[src/rtl/overworld_move_ctrl_pkg.sv]
// Shared types and keycode constants for the overworld movement controller.
package move_pkg;

  typedef enum logic [1:0] {
    UP    = 2'd0,
    RIGHT = 2'd1,
    DOWN  = 2'd2,
    LEFT  = 2'd3
  } dir_t;

  typedef enum logic [1:0] {
    IDLE = 2'd0,
    TURN = 2'd1,
    WALK = 2'd2
  } move_state_t;

  localparam logic [7:0] KEY_W = 8'h1A;
  localparam logic [7:0] KEY_A = 8'h04;
  localparam logic [7:0] KEY_S = 8'h16;
  localparam logic [7:0] KEY_D = 8'h07;

  typedef struct packed {
    logic valid;
    dir_t dir;
  } key_dec_t;

  function automatic key_dec_t decode_key(input logic [7:0] k);
    key_dec_t r;
    r.valid = 1'b1;
    r.dir   = DOWN;
    case (k)
      KEY_W:   r.dir = UP;
      KEY_D:   r.dir = RIGHT;
      KEY_S:   r.dir = DOWN;
      KEY_A:   r.dir = LEFT;
      default: r.valid = 1'b0;
    endcase
    return r;
  endfunction

endpackage

[src/rtl/overworld_move_ctrl_if.sv]
// Keyboard/VS inputs and sprite-control outputs of the movement controller.
interface overworld_move_ctrl_if;
  logic       VS;
  logic [7:0] keycode;
  logic       Character_Moving;
  logic [1:0] Direction;
  logic       Step_Pulse;
  logic [6:0] Tile_X;
  logic [6:0] Tile_Y;

  modport master (
    output VS, keycode,
    input  Character_Moving, Direction, Step_Pulse, Tile_X, Tile_Y
  );

  modport slave (
    input  VS, keycode,
    output Character_Moving, Direction, Step_Pulse, Tile_X, Tile_Y
  );
endinterface

[src/rtl/overworld_move_ctrl_vs_tick_sync.sv]
// Brings the asynchronous VGA vertical sync into the Clk domain and emits a
// one-cycle pulse on each synchronized rising edge.
module vs_tick_sync (
  input  logic Clk,
  input  logic Reset_n,
  input  logic vs_i,
  output logic frame_tick_o
);

  // [0],[1] are the metastability pair, [2] holds the previous synced value
  logic [2:0] sync_q;

  always_ff @(posedge Clk or negedge Reset_n) begin
    if (!Reset_n) sync_q <= '0;
    else          sync_q <= {sync_q[1:0], vs_i};
  end

  assign frame_tick_o = sync_q[1] & ~sync_q[2];

endmodule

[src/rtl/overworld_move_ctrl.sv]
// Tile-stepped player movement: turn-in-place on short taps, whole-tile steps
// once walking starts, tile coordinates tracked for collision/encounters.
module overworld_move_ctrl
  import move_pkg::*;
#(
  parameter int STEP_FRAMES = 16,
  parameter int TURN_FRAMES = 4,
  parameter int TILE_X_MAX  = 79,
  parameter int TILE_Y_MAX  = 59,
  parameter int INIT_TILE_X = 25,
  parameter int INIT_TILE_Y = 25
) (
  input logic Clk,
  input logic Reset_n,
  overworld_move_ctrl_if.slave bus
);

  localparam int SW = (STEP_FRAMES > 1) ? $clog2(STEP_FRAMES) : 1;
  localparam int TW = (TURN_FRAMES > 1) ? $clog2(TURN_FRAMES) : 1;
  localparam logic [SW-1:0] STEP_LAST = SW'(STEP_FRAMES - 1);
  localparam logic [TW-1:0] TURN_LAST = TW'(TURN_FRAMES - 1);
  localparam logic [6:0] X_MAX  = 7'(TILE_X_MAX);
  localparam logic [6:0] Y_MAX  = 7'(TILE_Y_MAX);
  localparam logic [6:0] X_INIT = 7'(INIT_TILE_X);
  localparam logic [6:0] Y_INIT = 7'(INIT_TILE_Y);

  function automatic logic in_bounds(input dir_t d, input logic [6:0] x,
                                     input logic [6:0] y);
    logic r;
    case (d)
      UP:      r = (y != 7'd0);
      DOWN:    r = (y < Y_MAX);
      LEFT:    r = (x != 7'd0);
      RIGHT:   r = (x < X_MAX);
      default: r = 1'b0;
    endcase
    return r;
  endfunction

  logic frame_tick;

  vs_tick_sync u_vs_sync (
    .Clk          (Clk),
    .Reset_n      (Reset_n),
    .vs_i         (bus.VS),
    .frame_tick_o (frame_tick)
  );

  move_state_t   state_q, state_d;
  dir_t          dir_q, dir_d;
  logic          moving_q, moving_d;
  logic          pulse_q, pulse_d;
  logic [6:0]    tile_x_q, tile_x_d;
  logic [6:0]    tile_y_q, tile_y_d;
  logic [SW-1:0] step_q, step_d;
  logic [TW-1:0] turn_q, turn_d;

  key_dec_t   key;
  logic [6:0] x_step, y_step;

  assign key = decode_key(bus.keycode);

  // Tile reached when the current step finishes; bounds were checked on entry
  always_comb begin
    x_step = tile_x_q;
    y_step = tile_y_q;
    case (dir_q)
      UP:      y_step = tile_y_q - 7'd1;
      DOWN:    y_step = tile_y_q + 7'd1;
      LEFT:    x_step = tile_x_q - 7'd1;
      RIGHT:   x_step = tile_x_q + 7'd1;
      default: ;
    endcase
  end

  always_comb begin
    state_d  = state_q;
    dir_d    = dir_q;
    moving_d = moving_q;
    pulse_d  = 1'b0;
    tile_x_d = tile_x_q;
    tile_y_d = tile_y_q;
    step_d   = step_q;
    turn_d   = turn_q;
    if (frame_tick) begin
      case (state_q)
        IDLE: begin
          if (key.valid) begin
            if (key.dir != dir_q) begin
              dir_d   = key.dir;
              turn_d  = '0;
              state_d = TURN;
            end else if (in_bounds(key.dir, tile_x_q, tile_y_q)) begin
              step_d   = '0;
              moving_d = 1'b1;
              state_d  = WALK;
            end
          end
        end
        TURN: begin
          if (!key.valid) begin
            state_d = IDLE;
          end else if (key.dir != dir_q) begin
            dir_d  = key.dir;
            turn_d = '0;
          end else if (turn_q == TURN_LAST) begin
            if (in_bounds(key.dir, tile_x_q, tile_y_q)) begin
              step_d   = '0;
              moving_d = 1'b1;
              state_d  = WALK;
            end else begin
              state_d = IDLE;
            end
          end else begin
            turn_d = turn_q + TW'(1);
          end
        end
        WALK: begin
          if (step_q < STEP_LAST) begin
            step_d = step_q + SW'(1);
          end else begin
            tile_x_d = x_step;
            tile_y_d = y_step;
            pulse_d  = 1'b1;
            step_d   = '0;
            // Chained steps turn without the in-place pause
            if (key.valid && in_bounds(key.dir, x_step, y_step)) begin
              dir_d = key.dir;
            end else begin
              moving_d = 1'b0;
              state_d  = IDLE;
              if (key.valid) dir_d = key.dir;
            end
          end
        end
        default: state_d = IDLE;
      endcase
    end
  end

  always_ff @(posedge Clk or negedge Reset_n) begin
    if (!Reset_n) begin
      state_q  <= IDLE;
      dir_q    <= DOWN;
      moving_q <= 1'b0;
      pulse_q  <= 1'b0;
      tile_x_q <= X_INIT;
      tile_y_q <= Y_INIT;
      step_q   <= '0;
      turn_q   <= '0;
    end else begin
      state_q  <= state_d;
      dir_q    <= dir_d;
      moving_q <= moving_d;
      pulse_q  <= pulse_d;
      tile_x_q <= tile_x_d;
      tile_y_q <= tile_y_d;
      step_q   <= step_d;
      turn_q   <= turn_d;
    end
  end

  assign bus.Character_Moving = moving_q;
  assign bus.Direction        = dir_q;
  assign bus.Step_Pulse       = pulse_q;
  assign bus.Tile_X           = tile_x_q;
  assign bus.Tile_Y           = tile_y_q;

endmodule

[src/flat_wrapper.sv]
// flat-port wrapper written by rule: the top's interface ports become plain ports
module overworld_move_ctrl_flat import move_pkg::*;
#(
  parameter int STEP_FRAMES = 16,
  parameter int TURN_FRAMES = 4,
  parameter int TILE_X_MAX  = 79,
  parameter int TILE_Y_MAX  = 59,
  parameter int INIT_TILE_X = 25,
  parameter int INIT_TILE_Y = 25
)
  (Clk, Reset_n, bus_VS, bus_keycode, bus_Character_Moving, bus_Direction, bus_Step_Pulse, bus_Tile_X, bus_Tile_Y);
  overworld_move_ctrl_if bus_i ();
  input logic Clk;
  input logic Reset_n;
  input wire logic [$bits(bus_i.VS)-1:0] bus_VS;
  input wire logic [$bits(bus_i.keycode)-1:0] bus_keycode;
  output wire logic [$bits(bus_i.Character_Moving)-1:0] bus_Character_Moving;
  output wire logic [$bits(bus_i.Direction)-1:0] bus_Direction;
  output wire logic [$bits(bus_i.Step_Pulse)-1:0] bus_Step_Pulse;
  output wire logic [$bits(bus_i.Tile_X)-1:0] bus_Tile_X;
  output wire logic [$bits(bus_i.Tile_Y)-1:0] bus_Tile_Y;
  assign bus_i.VS = bus_VS;
  assign bus_i.keycode = bus_keycode;
  assign bus_Character_Moving = bus_i.Character_Moving;
  assign bus_Direction = bus_i.Direction;
  assign bus_Step_Pulse = bus_i.Step_Pulse;
  assign bus_Tile_X = bus_i.Tile_X;
  assign bus_Tile_Y = bus_i.Tile_Y;
  overworld_move_ctrl #(.STEP_FRAMES(STEP_FRAMES), .TURN_FRAMES(TURN_FRAMES), .TILE_X_MAX(TILE_X_MAX), .TILE_Y_MAX(TILE_Y_MAX), .INIT_TILE_X(INIT_TILE_X), .INIT_TILE_Y(INIT_TILE_Y)) u_core (.Clk(Clk), .Reset_n(Reset_n), .bus(bus_i));
endmodule
[config.mk]
export PLATFORM = sky130hd
export DESIGN_NAME = overworld_move_ctrl_flat
export DESIGN_NICKNAME = d
export VERILOG_FILES = /design/src/rtl/overworld_move_ctrl_pkg.sv /design/src/rtl/overworld_move_ctrl_if.sv /design/src/rtl/overworld_move_ctrl_vs_tick_sync.sv /design/src/rtl/overworld_move_ctrl.sv /design/src/flat_wrapper.sv
export SDC_FILE = /design/constraint.sdc
export NUM_CORES = 1
export LEC_CHECK = 0
export CAP_MARGIN = 20
export CORE_AREA = 2 2 70 72
export CTS_CLUSTER_DIAMETER = 200
export DETAILED_ROUTE_END_ITERATION = 8
export DIE_AREA = 0 0 72 74
export PLACE_DENSITY = 0.77
export SYNTH_ARGS = -nofsm -noshare
export SYNTH_HDL_FRONTEND = slang
export SYNTH_SLANG_ARGS = --single-unit
[constraint.sdc]
create_clock -name Clk -period 3.7 [get_ports Clk]
set_clock_uncertainty 0.05 [all_clocks]
set_input_delay 1.11 -clock Clk [delete_from_list [all_inputs] [get_ports Clk]]
set_output_delay 1.11 -clock Clk [all_outputs]
set_load 0.01 [all_outputs]
Word level (Yosys, flattened, before mapping)

Cells that the tools add are included.

Memory bits (read-only): 0
Memories: 0
Bits in registers: 29
Latch bits: 0
Bits in writable memories: 0
Input port bits: 11
Logic and storage cells: 135
Output and inout port bits: 18

Multipliers: 0
Reductions and logical operators: 19
Shift operators: 0
Div/mod/pow operators: 0
Order comparisons: 5
$add $sub $neg: 6
Bitwise gates (word level): 3
Mux-type cells: 62
Eq/ne operators: 31

Operators with widths:

| kind                                                                         | count |
|---|---|
| 2-bit 2-to-1 mux                                                             | 19 |
| 4-bit 2-to-1 mux                                                             | 8 |
| 7-bit one-hot mux with 2 select lines                                        | 2 |
| 7-bit nonzero test                                                           | 4 |
| 1-bit 2-to-1 mux                                                             | 25 |
| 8-bit by 3-bit equality test with 1-bit output, second input constant        | 2 |
| 8-bit by 5-bit equality test with 1-bit output, second input constant        | 2 |
| 2-bit by 1-bit != test with 1-bit output, second input constant              | 8 |
| 7-bit by 1-bit adder with 7-bit output, second input constant                | 2 |
| 7-bit by 6-bit less-than comparator with 1-bit output, second input constant | 2 |
| 7-bit less-than comparator, second input constant                            | 2 |
| 7-bit by 1-bit subtractor with 7-bit output, second input constant           | 2 |
| 2-bit equality test, second input constant                                   | 6 |
| 2-bit one-hot mux with 3 select lines                                        | 2 |
| 4-bit one-hot mux with 3 select lines                                        | 1 |
| 6-bit AND reduction                                                          | 2 |
| 11-bit AND reduction                                                         | 1 |
| 9-bit AND reduction                                                          | 1 |
| 2-bit != test, second input constant                                         | 4 |
| 1-bit one-hot mux with 4 select lines                                        | 2 |
| 2-bit one-hot mux with 2 select lines                                        | 2 |
| 7-bit AND reduction                                                          | 1 |
| 2-bit by 1-bit equality test with 1-bit output, second input constant        | 3 |
| 2-bit logical NOT                                                            | 3 |
| 16 further kinds                                                             | 20 |

Depth between registers and ports, before layout

Gate-level depths: netlist of run 1.

Depth after elaboration: 14
Depth in mapped cells: 13
Gate-level depth less buffers: 12

Modules after synthesis

Synthesis of run 1 repeated with hierarchy kept, for this count alone.

Cells, all modules: 275
Area total of the unflattened synthesis: 2409.8 sq um

By module, submodules not included:

| module              | sequential area each (sq um) | area each (sq um) | cells an instance | times used |
|---|---|---|---|---|
| overworld_move_ctrl | 659.4                        | 2321.0            | 271               | 1 |
| vs_tick_sync        | 75.1                         | 88.8              | 4                 | 1 |

Worst setup path before layout of run 1

OpenSTA, ideal clock, no wires.

Kind: flip-flop to flip-flop
Start: register u_core.dir_q[1] (netlist: u_core.bus.Direction[1])
End: register u_core.state_q[1]
Setup time: 0.076 ns
Clock period less this slack: 3.303 ns
Path slack: 0.397 ns
Cell stages (with the launch flop): 12
Path buffers: 1
Data arrival time: 3.177 ns
Cells stage by stage: dfstp_2 > buf_1 > nand2_1 > ha_1 > or4b_1 > o311ai_1 > a211oi_1 > or4_4 > o21bai_2 > o211ai_2 > a211o_1 > o21ai_1

Longest elaborated chain between the ends: 10

Ends and longest elaborated chain:

| element                                                                      | line                       | RTL |
|---|---|---|
| start, declared                                                              | overworld_move_ctrl.sv:50  | `dir_t dir_q, dir_d;` |
| start signal, assigned                                                       | overworld_move_ctrl.sv:153 | `dir_q <= dir_d;` |
| 2-bit by 1-bit equality test with 1-bit output, or another cell as far along | overworld_move_ctrl.sv:67  | `case (dir_q)` |
| 7-bit one-hot mux with 2 select lines                                        | overworld_move_ctrl.sv:67  |  |
| 7-bit less-than comparator, or another cell as far along                     | overworld_move_ctrl.sv:34  | `RIGHT: r = (x < X_MAX);` |
| 1-bit one-hot mux with 4 select lines                                        | overworld_move_ctrl.sv:30  | `case (d)` |
| 1-bit 2-to-1 mux                                                             | overworld_move_ctrl.sv:119 | `if (step_q < STEP_LAST) begin` |
| 1-bit 2-to-1 mux                                                             | overworld_move_ctrl.sv:86  | `case (state_q)` |
| 1-bit 2-to-1 mux                                                             | overworld_move_ctrl.sv:85  | `if (frame_tick) begin` |
| 1-bit logical AND                                                            | overworld_move_ctrl.sv:127 | `if (key.valid && in_bounds(key.dir, x_step, y_step)) begin` |
| 2-bit != test (no line)                                                      | --                         |  |
| 7-bit AND reduction (no line)                                                | --                         |  |
| end signal, assigned                                                         | overworld_move_ctrl.sv:152 | `state_q <= state_d;` |
| end, declared                                                                | overworld_move_ctrl.sv:49  | `move_state_t state_q, state_d;` |

Parallel ways exist; a longest one is shown, timed or not. The select of a mux whose other input is x is not followed.
A chain may end at the register's enable or synchronous reset.

Worst setup path after layout of run 1

Ends and elaborated chain as after synthesis.

==> results.cfg, run 1 <==
[die]
start_util = 0.527
die_x_um = 72
die_h_um = 74
io_pins = 29
dieArea_um2 = 5330
core_area_um2 = 4600
rows = 25

[route]
via_per_inst = 6.24
drcViolationCount = 0
wire_per_inst_um = 16.5
ant_nets = 0
vias = 2245
routed_wl_um = 5920
dr.pass1.iters = 4
drtIter0Drc = 182

[clocking]
cts_tree = built
h-tree-depth = 2
clk_path_buf_depth = 2
numClockSinks = 29
root_buffer = clkbuf_8
cts.repair_timing.setup_buffer_count = 0
cts-hold-fix-buffers = 0
cts_buffers = 5
clkLatencyLatePin_ns = 0.29
clk_pin_slew_ns = 0.06
postCtsResizedCells = 0

[yosys]
synth_edf_count = 0
ys_seq_area_frac = 0.303
async_flop_share = 1.00
ys.flop_type = dfrtp_1
synth_seq_cells = 29
syn_area_um2 = 2420
ys_warn_count = 0
synthCells = 276
syn_nets = 302
avgSynthCellArea_um2 = 8.79
ys_types = 67

[finish]
drive_gt1_frac = 0.0948
diodes = 0
area_growth_pct = 18.2
nNetsFinal = 331

[placement]
gp_congestion = 0.884
place_ws_ns = 0.0325
hpwl_um = 4340
portBuffers = 28

[pwr]
clockPowerShare = 0.416
power_switching_uw = 210
intPower_uw = 612
leakagePower_uw = 0.00117
vdd_ir_drop_max_mv = 0.251
combPwrFrac = 0.173
p_seq_frac = 0.411
switching_share = 0.256
power_density_nw_per_um2 = 287

[global_route]
grt_util_all_layers = 0.243
first_global_vias = 2132
grt_overflow = 0
grt_pass1_wl_um = 10100
antenna_found_initial = 0
grt_max_degree = 35

[worst_setup_path]
cp-start-kind = flop
path_max_fanout = 15
crit_arrival_ns = 3.61
critPathKind = reg2reg
cp.required_ns = 3.87
crit_path_end_kind = flop

[sta]
worst_pin_slew_ns = 0.485
setup_slack_ns = 0.255
setup_tns_ns = 0
finalCritPeriodShare = 0.931
clock.fmax_mhz = 290
finalSetupViolations = 0
relSlewSlack = 0.672
final-hold-violation-count = 0
period_minus_slack_ns = 3.45
whs_ns = 0.344
rsz0062_at_grt = no
slew_viol_final = 0

[hold_path]
min_path_type = reg2reg

[flow_run]
drv_cap = 0

[status]
status = finished, final reports clean
[power by group through the flow]
stage / Sequential [uW] / Clock (uW) / Combinational, uW
global route: 339 / 361 / 159
detailed placement: 343 / 0 / 141
CTS: 338 / 345 / 141
global placement: 343 / 0 / 137
finish: 338 / 342 / 142
floorplan: 337 / 0 / 99.5
[cells in the mapped netlist (all sizes together), types with 2 or more instances]
cell type	count	area [um2]
or2	2	12.5
clkbuf	3	11.3
ha	13	163
a2111oi	3	26.3
nor3b	4	30.0
or4	3	26.3
o2bb2ai	2	17.5
mux2i	4	40.0
nor2	15	56.3
xnor2	9	78.8
a21oi	13	68.8
nor4b	3	26.3
buf	6	35.0
fa	2	40.0
inv	14	52.6
a21o	2	15.0
a211o	3	26.3
a31oi	4	25.0
o311ai	3	26.3
o211ai	5	42.5
nor2b	3	18.8
nand4	3	18.8
o21ai	23	115
nor4	3	18.8
nand3	11	55.1
xor2	4	35.0
dfstp	7	184
or3	2	12.5
nor3	14	86.3
nand2	23	86.3
a211oi	6	45.0
nand2b	9	56.3
mux2	6	67.6
o31ai	3	36.3
dfrtp	22	551
and4	4	35.0
[cell type report]
type	instances	area (um2)
fill	397	1730
multi-input combinational	224	1590
sequential	29	734
timing repair buffer	31	303
clock buffer	7	86.3
tap	54	67.6
inverter	14	52.6
clock inverter	1	30.0
[critical path, stage by stage (launching register included)]
cell and delay [ns]:
dfstp_2 0.69, nand2b_1 0.40, inv_1 0.10, fa_1 0.44, nand2b_1 0.20, a2111oi_0 0.44, a211oi_1 0.13, xor2_1 0.20
a31o_1 0.18, o211ai_2 0.12, a211o_1 0.33, o21ai_1 0.08
[through the flow]
stage / util / instances / total power, uW / cell area, um2
floorplan: - / 276 / 437 / 2420
detailed placement: 0.598 / 352 / 484 / 2750
global placement: 0.598 / 352 / 480 / 2750
finish: 0.623 / 360 / 822 / 2870
global route: 0.623 / 360 / 859 / 2870
CTS: 0.623 / 360 / 824 / 2870
[cells in the final DEF (no fill, tap or decap), types with 6 or more instances in the layout]
cell type | netlist | final
ha_1 | 13 | 13
nand2b_1 | 9 | 9
nand3_1 | 11 | 11
clkbuf_8 | 0 | 6
nand2_1 | 23 | 23
xnor2_1 | 9 | 9
clkdlybuf4s50_1 | 0 | 28
inv_1 | 13 | 13
a211oi_1 | 6 | 6
dfstp_2 | 7 | 7
a21oi_1 | 12 | 12
dfrtp_1 | 22 | 22
o21ai_0 | 20 | 20
nor2_1 | 15 | 15
nor3_1 | 12 | 12
[worst paths after layout]
kind / start / endpoint / slack, ns / cells after the start
worst min-delay path: u_core.u_vs_sync.sync_q[0] / u_core.u_vs_sync.sync_q[1] / 0.34 / 0
worst max-delay path: u_core.bus.Direction[1] / u_core.state_q[1] / 0.25 / 11
min in group asynchronous: Reset_n / u_core.bus.Tile_Y[1] / 1.16 / 2
worst min register to register: u_core.u_vs_sync.sync_q[0] / u_core.u_vs_sync.sync_q[1] / 0.34 / 0
max in group asynchronous: Reset_n / u_core.bus.Tile_X[4] / 2.12 / 2
worst max register to register: u_core.bus.Direction[1] / u_core.state_q[1] / 0.25 / 11
[registers in the layout, indices dropped and copies added (netlist names)]
register,cells
u_core.turn_q,2
u_core.bus.Tile_X,7
u_core.bus.Tile_Y,7
u_core.bus.Step_Pulse,1
u_core.u_vs_sync.sync_q,3
u_core.bus.Character_Moving,1
u_core.step_q,4
u_core.state_q,2
u_core.bus.Direction,2
[kinds of logic after synthesis]
group | after synthesis | synth area share
buffers and inverters | 23 | 0.0408
XOR/XNOR | 13 | 0.0470
adder cells (fa/ha/maj) | 15 | 0.0836
multiplexers | 10 | 0.0444
AO/OA/AOI/OAI | 78 | 0.226
AND/OR/NAND/NOR | 108 | 0.255
flip-flops | 29 | 0.303
[per-layer routing]
| layer | vias to the layer above | wire length, um | global-route usage |
|---|---|---|---|
| li1 | 1107 | - | - |
| met1 | 1084 | 2670 | 0.318 |
| met2 | 49 | 2940 | 0.410 |
| met3 | 5 | 278 | 0.0637 |
| met4 | 0 | 38 | 0.0503 |
| met5 | - | 0 | 0 |
(Power assumes the default switching activity.)
==> run 2: changes to the inputs <==
--- a/config.mk
+++ b/config.mk
@@ -11,6 +11,7 @@
 export DETAILED_ROUTE_END_ITERATION = 8
 export DIE_AREA = 0 0 72 74
 export PLACE_DENSITY = 0.77
+export SKIP_LAST_GASP = 1
 export SYNTH_ARGS = -nofsm -noshare
 export SYNTH_HDL_FRONTEND = slang
 export SYNTH_SLANG_ARGS = --single-unit
==> results of run 2 <==
Same layout as run 1: the final DEF is identical, and so are final timing and power.
